**src/rtl/mem_port_arbiter.sv**
```systemverilog
// mem_port_arbiter: shares one single-port memory between the fetch stage (read-only) and the data stage.
// Define MEM_ARB_RR_EN for round-robin arbitration; otherwise data always wins over fetch.
module mem_port_arbiter #(
  parameter int AW       = 16,
  parameter int DW       = 16,
  parameter int MAX_WAIT = 15
) (
  input  logic          clk,
  input  logic          rst,
  input  logic          if_req,
  input  logic [AW-1:0] if_addr,
  input  logic          flush_if,
  output logic [DW-1:0] if_rdata,
  output logic          if_valid,
  input  logic          dm_req,
  input  logic          dm_we,
  input  logic [AW-1:0] dm_addr,
  input  logic [DW-1:0] dm_wdata,
  output logic [DW-1:0] dm_rdata,
  output logic          dm_valid,
  output logic          mem_req,
  output logic          mem_we,
  output logic [AW-1:0] mem_addr,
  output logic [DW-1:0] mem_wdata,
  input  logic [DW-1:0] mem_rdata,
  input  logic          mem_ack,
  output logic          stall_fetch,
  output logic          stall_mem,
  output logic          err
);

  typedef enum logic [1:0] {IDLE, IF_BUSY, DM_BUSY} state_t;

  // Counter value seen on the edge that closes the last allowed BUSY cycle.
  localparam logic [7:0] WAIT_LAST = 8'(MAX_WAIT - 1);

  state_t        state_reg, state_next;
  logic [7:0]    wait_cnt_reg, wait_cnt_next;
  logic          cancel_reg, cancel_next;
  logic          mem_req_reg, mem_req_next;
  logic          mem_we_reg, mem_we_next;
  logic [AW-1:0] mem_addr_reg, mem_addr_next;
  logic [DW-1:0] mem_wdata_reg, mem_wdata_next;
  logic [DW-1:0] if_rdata_reg, if_rdata_next;
  logic [DW-1:0] dm_rdata_reg, dm_rdata_next;
  logic          if_valid_reg, if_valid_next;
  logic          dm_valid_reg, dm_valid_next;
  logic          err_reg, err_next;

  logic if_elig, dm_elig, pick_dm, timeout, fetch_dropped;

  assign if_elig = if_req & ~if_valid_reg & ~flush_if;
  assign dm_elig = dm_req & ~dm_valid_reg;

`ifdef MEM_ARB_RR_EN
  // last_grant_reg: 1 = data was granted last, 0 = fetch (reset value).
  logic last_grant_reg, last_grant_next;

  assign pick_dm = dm_elig & (~if_elig | ~last_grant_reg);

  always_ff @(posedge clk or negedge rst) begin
    if (!rst) begin
      last_grant_reg <= 1'b0;
    end else begin
      last_grant_reg <= last_grant_next;
    end
  end

  always_comb begin
    last_grant_next = last_grant_reg;
    if (state_reg == IDLE) begin
      if (pick_dm) begin
        last_grant_next = 1'b1;
      end else if (if_elig) begin
        last_grant_next = 1'b0;
      end
    end
  end
`else
  assign pick_dm = dm_elig;
`endif

  assign timeout       = (wait_cnt_reg == WAIT_LAST);
  assign fetch_dropped = cancel_reg | flush_if;

  always_comb begin
    state_next     = state_reg;
    wait_cnt_next  = wait_cnt_reg;
    cancel_next    = cancel_reg;
    mem_req_next   = mem_req_reg;
    mem_we_next    = mem_we_reg;
    mem_addr_next  = mem_addr_reg;
    mem_wdata_next = mem_wdata_reg;
    if_rdata_next  = if_rdata_reg;
    dm_rdata_next  = dm_rdata_reg;
    if_valid_next  = 1'b0;
    dm_valid_next  = 1'b0;
    err_next       = err_reg;

    case (state_reg)
      IDLE: begin
        mem_req_next = 1'b0;
        if (pick_dm) begin
          state_next     = DM_BUSY;
          mem_req_next   = 1'b1;
          mem_we_next    = dm_we;
          mem_addr_next  = dm_addr;
          mem_wdata_next = dm_wdata;
          wait_cnt_next  = '0;
          cancel_next    = 1'b0;
        end else if (if_elig) begin
          state_next    = IF_BUSY;
          mem_req_next  = 1'b1;
          mem_we_next   = 1'b0;
          mem_addr_next = if_addr;
          wait_cnt_next = '0;
          cancel_next   = 1'b0;
        end
      end

      IF_BUSY, DM_BUSY: begin
        if (mem_ack || timeout) begin
          state_next   = IDLE;
          mem_req_next = 1'b0;
          if (!mem_ack) begin
            err_next = 1'b1;
          end
          if (state_reg == IF_BUSY) begin
            // A fetch cancelled by a branch completes silently on the bus.
            if (!fetch_dropped) begin
              if_valid_next = 1'b1;
              if_rdata_next = mem_ack ? mem_rdata : '0;
            end
          end else begin
            dm_valid_next = 1'b1;
            if (!mem_ack) begin
              dm_rdata_next = '0;
            end else if (!mem_we_reg) begin
              dm_rdata_next = mem_rdata;
            end
          end
        end else begin
          wait_cnt_next = wait_cnt_reg + 8'd1;
          if (state_reg == IF_BUSY && flush_if) begin
            cancel_next = 1'b1;
          end
        end
      end

      default: begin
        state_next   = IDLE;
        mem_req_next = 1'b0;
      end
    endcase
  end

  always_ff @(posedge clk or negedge rst) begin
    if (!rst) begin
      state_reg     <= IDLE;
      wait_cnt_reg  <= '0;
      cancel_reg    <= 1'b0;
      mem_req_reg   <= 1'b0;
      mem_we_reg    <= 1'b0;
      mem_addr_reg  <= '0;
      mem_wdata_reg <= '0;
      if_rdata_reg  <= '0;
      dm_rdata_reg  <= '0;
      if_valid_reg  <= 1'b0;
      dm_valid_reg  <= 1'b0;
      err_reg       <= 1'b0;
    end else begin
      state_reg     <= state_next;
      wait_cnt_reg  <= wait_cnt_next;
      cancel_reg    <= cancel_next;
      mem_req_reg   <= mem_req_next;
      mem_we_reg    <= mem_we_next;
      mem_addr_reg  <= mem_addr_next;
      mem_wdata_reg <= mem_wdata_next;
      if_rdata_reg  <= if_rdata_next;
      dm_rdata_reg  <= dm_rdata_next;
      if_valid_reg  <= if_valid_next;
      dm_valid_reg  <= dm_valid_next;
      err_reg       <= err_next;
    end
  end

  assign mem_req     = mem_req_reg;
  assign mem_we      = mem_we_reg;
  assign mem_addr    = mem_addr_reg;
  assign mem_wdata   = mem_wdata_reg;
  assign if_rdata    = if_rdata_reg;
  assign if_valid    = if_valid_reg;
  assign dm_rdata    = dm_rdata_reg;
  assign dm_valid    = dm_valid_reg;
  assign err         = err_reg;
  assign stall_fetch = if_req & ~if_valid_reg;
  assign stall_mem   = dm_req & ~dm_valid_reg;

endmodule
```
**config.mk**
```make
export PLATFORM = sky130hd
export DESIGN_NAME = mem_port_arbiter
export DESIGN_NICKNAME = d
export VERILOG_FILES = /design/src/rtl/mem_port_arbiter.sv
export SDC_FILE = /design/constraint.sdc
export NUM_CORES = 1
export LEC_CHECK = 0
export BUFFER_PORTS_ARGS = -buffer_cell sky130_fd_sc_hd__buf_2
export CAP_MARGIN = 20
export CORE_MARGIN = 2
export CORE_UTILIZATION = 52
export DETAILED_ROUTE_END_ITERATION = 10
export GPL_TIMING_DRIVEN = 0
export PLACE_DENSITY = 0.85
export SYNTH_ARGS = -nofsm -noshare
export SYNTH_HDL_FRONTEND = slang
export SYNTH_SLANG_ARGS = --single-unit
```
**constraint.sdc**
```tcl
create_clock -name clk -period 4.7 [get_ports clk]
set_input_delay 0.47 -clock clk [delete_from_list [all_inputs] [get_ports clk]]
set_output_delay 0.47 -clock clk [all_outputs]
set_load 0.01 [all_outputs]
```
==> results.yml, run 1 <==
routing:
  drc: 0
  dr.pass1.iters: 4
  routed_wl_um: 8250
  vias: 2837
  drt_iter0_markers: 223
  wl_per_cell_um: 16.4
  ant_nets: 0
  via_per_inst: 5.63
power_and_ir_drop:
  p_clk_frac: 0.193
  cellPowerDensity_nw_per_um2: 638
  p_sw_frac: 0.364
  p_leak_nw: 2.31
  p_sw_mw: 1.05
  ir_drop_uv: 412
  intPower_mw: 1.83
  p_comb_frac: 0.415
  power_frac_seq: 0.393
placed_design:
  place_hpwl_um: 6110
  place.gp.congestion: 0.820
  port_buffers: 140
  place_area_um2: 4280
timing:
  relSlewSlack: 0.493
  min_period_over_period: 0.451
  period_needed_ns: 2.12
  setup_violations: 0
  setup-tns-final_ns: 0
  clock_skew_ns: 0.0110
  fmax_mhz: 472
  tightestPinTransition_ns: 0.760
  slew_viol_final: 0
  hold_viol_final: 0
  rsz0062_at_grt: "false"
synth:
  yosys_warnings: 0
  ys_seq_elements: 80
  synth_top_area_frac: 0.579
  ys_seq_area_frac: 0.579
  ys_top_cells_by_area: "dfrtp_1 58%, a32o_1 9.6%, mux2_2 5.5%"
  synthDistinctLibCells: 46
  synth_edf_count: 0
  syn_area_um2: 3460
  ys.flop_type: "dfrtp_1"
  syn_nets: 345
  netlist_instances: 270
  synth_top_area_cell: "dfrtp_1"
  postSynth.asyncResetShare: 1.00
  avgSynthCellArea_um2: 12.8
cells_and_area:
  nets: 497
  stdcell_area_um2: 4500
  drive_gt1_frac: 0.459
  diodes: 0
  final_cell_mix: "141 x buf_2, 80 x dfrtp_1, 33 x a32o_1"
  layout.cells.most_common: "buf_2"
  area_delta_synth_final_pct: 30.3
floorplan:
  row_count: 29
  core_area_um2: 6390
  dieArea_um2: 7320
  chipHeight_um: 85.5
  io_pins: 142
  start_util: 0.541
  fp.dieW_um: 85.5
worst_setup_path:
  cpPeakStageDelay_ns: 0.43
  critical_path.endpoint_type: "register"
  worst-path-buf-inv: 2
  start_kind: "register"
  reg2reg_depth: 7
  worstReg2RegEnd: "if_rdata[13]"
  path_cells: "inv_1 -> ha_1 -> nand2_1 -> nor3_2 -> o21ai_2 -> buf_6 -> a32o_1"
  required_ns: 4.93
  r2r_slack_ns: 2.58
  cp_top_family: "simple AND/OR/NAND/NOR gates"
  worstReg2RegStart: "state_reg[0]"
  critPathSlowestCell: "nor3_2"
  worst-path-max-fanout: 10
  crit_type: "register to register"
  crit_arrival_ns: 2.35
clocking:
  cts_inserted_buffers: 9
  cts_resized: 0
  cts_hold_buf: 0
  post-cts-setup-buffer-count: 0
  clkTransAtPathRegs_ns: 0.08
  cts_tree: "done"
  clock_latency_ns: 0.35
  htreeDepth: 3
  cts_root_buf: "clkbuf_8"
  clkSinkCount: 80
  clock_path_buffers: 2
global_route:
  grt_max_degree: 53
  grt_pass1_wl_um: 13000
  grt_util_all_layers: 0.228
  antenna_found_initial: 0
  overflow: 0
  grt_pass1_vias: 2682
worst_hold_path:
  hp-class: "input port to async pin"
run_status:
  status: "finished, final reports clean"
flow_run:
  max-cap-violations: 0
## cell usage after synthesis, drive strengths merged (2+ instances only)
| cell | number |
|---|---|
| dfrtp | 80 |
| a32o | 33 |
| nand2 | 21 |
| o21ai | 20 |
| mux2 | 18 |
| mux2i | 16 |
| clkbuf | 10 |
| nor2 | 9 |
| inv | 8 |
| buf | 6 |
| nand3 | 5 |
| ha | 4 |
| nor3 | 4 |
| a221o | 3 |
| and3 | 3 |
| nor2b | 3 |
| a21o | 2 |
| a21oi | 2 |
| a22o | 2 |
| and2b | 2 |
| nand2b | 2 |
| nor4 | 2 |
## power groups by stage
stage | logic, mW | clock network, mW | registers [mW]
after global routing | 1.30 | 0.592 | 1.16
after global placement | 1.15 | 0 | 1.13
after detailed placement | 1.20 | 0 | 1.14
after floorplan | 0.595 | 0 | 1.26
final | 1.19 | 0.554 | 1.13
after CTS | 1.20 | 0.563 | 1.13
## stage by stage
step	hold slack (ns)	power [mW]	setup WS, ns	instances	util
6_report	0.0388	2.87	2.58	504	0.705
5_1_grt	0.0587	3.05	2.39	504	0.705
4_1_cts	0.0419	2.89	2.59	504	0.705
3_5_place_dp	0.423	2.34	2.62	488	0.671
3_3_place_gp	0.453	2.28	2.64	487	0.666
2_1_floorplan	0.174	1.85	2.93	270	-
## worst max-delay path by stage
| stage | from | to | slack, ns | cells after the start |
|---|---|---|---|---|
| floorplan | wait_cnt_reg[0] | wait_cnt_reg[1] | 2.93 | 6 |
| global placement | rst | mem_addr[15] | 2.64 | 1 |
| detailed placement | state_reg[0] | if_rdata[7] | 2.62 | 7 |
| CTS | state_reg[0] | if_rdata[13] | 2.59 | 7 |
| global route | state_reg[0] | if_rdata[13] | 2.39 | 7 |
| finish | state_reg[0] | if_rdata[13] | 2.58 | 7 |
## routing by layer
metal,global-route usage,share of wire
met5,0,0
met3,0.0558,0.075
met4,0.0794,0.018
met2,0.377,0.50
met1,0.297,0.41
## cell families after synthesis
logic type,count (synthesis),share of synthesized area
buffers and inverters,24,0.0333
adder cells (fa/ha/maj),4,0.0145
multiplexers,34,0.106
AO/OA/AOI/OAI,71,0.180
flip-flops,80,0.579
AND/OR/NAND/NOR,57,0.0869
## area by class of cell
| type | instances | area [µm²] |
|---|---|---|
| Fill cell | 477 | 1880 |
| Buffer | 16 | 85.1 |
| Clock buffer | 10 | 128 |
| Tap cell | 77 | 96.3 |
| Sequential cell | 80 | 2000 |
| Inverter | 8 | 30.0 |
| Clock inverter | 6 | 92.6 |
| Timing Repair Buffer | 141 | 731 |
| Multi-Input combinational cell | 166 | 1340 |
(Power assumes the default switching activity.)
==> run 2: changes to the inputs <==
--- a/config.mk
+++ b/config.mk
@@ -5,13 +5,14 @@
 export SDC_FILE = /design/constraint.sdc
 export NUM_CORES = 1
 export LEC_CHECK = 0
+export ABC_AREA = 1
 export BUFFER_PORTS_ARGS = -buffer_cell sky130_fd_sc_hd__buf_2
 export CAP_MARGIN = 20
 export CORE_MARGIN = 2
-export CORE_UTILIZATION = 52
+export CORE_UTILIZATION = 49
 export DETAILED_ROUTE_END_ITERATION = 10
 export GPL_TIMING_DRIVEN = 0
-export PLACE_DENSITY = 0.85
+export PLACE_DENSITY = 0.8
 export SYNTH_ARGS = -nofsm -noshare
 export SYNTH_HDL_FRONTEND = slang
 export SYNTH_SLANG_ARGS = --single-unit
==> constraint.sdc (replaced) <==
create_clock -name clk -period 2.05 [get_ports clk]
set_input_delay 0.205 -clock clk [delete_from_list [all_inputs] [get_ports clk]]
set_output_delay 0.205 -clock clk [all_outputs]
set_load 0.01 [all_outputs]
==> results.yml, run 2 <==
run_status:
  status: "finished, final reports clean"
worst_setup_path:
  path_cells: "inv_1 -> nand2_2 -> clkinv_1 -> buf_2 -> buf_2"
  worstSetupStartpoint: "dm_valid"
  crit_arrival_ns: 1.64
  reg2reg_depth: 8
  critical_path.endpoint_type: "output pin"
  cp.depth: 5
  crit_type: "register to output pin"
  worstReg2RegEnd: "wait_cnt_reg[5]"
  required_ns: 1.85
  worstReg2RegStart: "state_reg[0]"
  worst-path-max-fanout: 10
  worst-path-buf-inv: 4
  critPathSlowestCell: "dfrtp_1"
  cpPeakStageDelay_ns: 0.37
  start_kind: "register"
  crit_path_end: "stall_mem"
  cp_top_family: "buffers and inverters"
  r2r_slack_ns: 0.31
  crit_top_cell: "buf_2"
routing:
  vias: 3295
  dr.pass1.iters: 4
  via_per_inst: 4.95
  routed_wl_um: 8800
  drc: 0
  ant_nets: 0
  wl_per_cell_um: 13.2
  drt_iter0_markers: 173
power_and_ir_drop:
  cellPowerDensity_nw_per_um2: 1330
  ir_drop_uv: 681
  p_leak_nw: 2.57
timing:
  hold_viol_final: 0
  setup_violations: 0
  slew_viol_final: 0
  rsz0062_at_grt: "false"
  relSlewSlack: 0.661
  period_needed_ns: 1.85
  fmax_mhz: 541
  clock_skew_ns: 0.0123
  min_period_over_period: 0.901
  setup-tns-final_ns: 0
  tightestPinTransition_ns: 0.508
synth:
  synth_top_area_frac: 0.551
  ys_seq_elements: 80
  synthDistinctLibCells: 27
  postSynth.asyncResetShare: 1.00
  syn_nets: 483
  synth_common_cells: "156 x nand2_1, 80 x dfrtp_1, 49 x nor2_1"
  synth_edf_count: 0
  ys.flop_type: "dfrtp_1"
  ys_seq_area_frac: 0.551
  yosys_warnings: 0
  synth.most_common_cell: "nand2_1"
  ys_top_cells_by_area: "dfrtp_1 55%, nand2_1 16%, o21ai_2 6.3%"
  avgSynthCellArea_um2: 8.91
  synth_top_area_cell: "dfrtp_1"
  syn_area_um2: 3630
  netlist_instances: 408
cells_and_area:
  utilization: 0.651
  fillers: 614
  nets: 637
  final_cells: 666
  area_delta_synth_final_pct: 29.1
  seqCellArea_um2: 2000
  layout.cells.most_common: "nand2_1"
  drive_gt1_frac: 0.365
  final_cell_mix: "156 x nand2_1, 148 x buf_2, 80 x dfrtp_1"
  diodes: 0
  multi_input_area_um2: 1440
clocking:
  clock_path_buffers: 2
  post-cts-setup-buffer-count: 0
  clkTransAtPathRegs_ns: 0.09
  cts_root_buf: "clkbuf_8"
  clock_latency_ns: 0.35
  cts_resized: 0
  cts_inserted_buffers: 9
  cts_tree: "done"
  clkSinkCount: 80
  htreeDepth: 3
placed_design:
  port_buffers: 141
  dp.cells: 649
  place_hpwl_um: 6450
  place.gp.congestion: 0.843
global_route:
  grt_pass1_vias: 3249
  grt_util_all_layers: 0.229
  antenna_found_initial: 0
  overflow: 0
  grt_pass1_wl_um: 15000
  grt_max_degree: 59
floorplan:
  row_count: 31
  chipHeight_um: 90.1
  start_util: 0.504
  fp.dieW_um: 90.1
  core_area_um2: 7210
  io_pins: 142
  dieArea_um2: 8120
flow_run:
  max-cap-violations: 0
worst_hold_path:
  hp-class: "input port to register"
[run 2: timing repair]
| item | in CTS | in global routing |
|---|---|---|
| hold buffers | 1 | 0 |
| endpoints found under the hold margin | 22 | 0 |
| setup endpoints to repair | 0 | 0 |
[run 2: cell families (layout without fill, tap and decap cells)]
logic type                 Yosys count  after routing  share of synthesized area
xor gates and xnor gates             1              1                    0.00241
DFF                                 80             80                      0.551
buffers and inverters               37            196                     0.0530
adders and majority gates            4              4                     0.0138
and+or+nand+nor                    228            228                      0.257
AOI/OAI and AO/OA                   58             58                      0.123
[run 2: worst min-delay path by stage]
stage | from | end | slack (ns) | depth (start not counted)
2_1_floorplan | rst | cancel_reg | -0.09 | 0
3_3_place_gp | dm_wdata[5] | mem_wdata[5] | 0.40 | 3
3_5_place_dp | rst | mem_addr[8] | 0.13 | 1
4_1_cts | dm_wdata[7] | mem_wdata[7] | 0.03 | 3
5_1_grt | dm_wdata[15] | mem_wdata[15] | 0.03 | 3
6_report | dm_wdata[7] | mem_wdata[7] | 0.04 | 3
[run 2: area by class of cell]
| cell class | instances | share of cell area |
|---|---|---|
| Buffer | 17 | 0.0251 |
| Clock buffer | 10 | 0.0293 |
| Clock inverter | 6 | 0.0109 |
| Inverter | 20 | 0.0160 |
| Multi-Input combinational cell | 291 | 0.307 |
| Sequential cell | 80 | 0.427 |
| Tap cell | 99 | 0.0264 |
| Timing Repair Buffer | 143 | 0.159 |
[run 2: per-stage QoR]
stage               total power, mW  setup WS [ns]  cell area [µm²]  hold slack [ns]
floorplan                      4.13          0.576             3630          -0.0906
global placement               5.07          0.206             4460            0.404
detailed placement             5.16          0.344             4490            0.127
CTS                            6.28          0.171             4690           0.0292
global route                   6.71         0.0610             4690           0.0287
finish                         6.23          0.202             4690           0.0424
[run 2: per-layer routing]
metal | wire length [µm] | track usage | up-vias
met5 | 0 | 0 | -
met2 | 4340 | 0.378 | 111
li1 | - | - | 1612
met3 | 402 | 0.0386 | 20
met1 | 3800 | 0.290 | 1552
met4 | 251 | 0.121 | 0
[run 2: power by group]
part | switching, mW | total, mW | internal [mW]
registers | 0.326 | 2.49 | 2.16
clock network | 0.612 | 1.10 | 0.487
logic | 1.62 | 2.64 | 1.02
[run 2: worst register-to-register path, cell delays in order, from the launching register on]
cell and delay (ns):
dfrtp_1 0.39, inv_1 0.06, ha_1 0.34, buf_2 0.26, inv_1 0.15, nand2_1 0.14
nand3_4 0.13, nand2_1 0.10, nand2_1 0.06
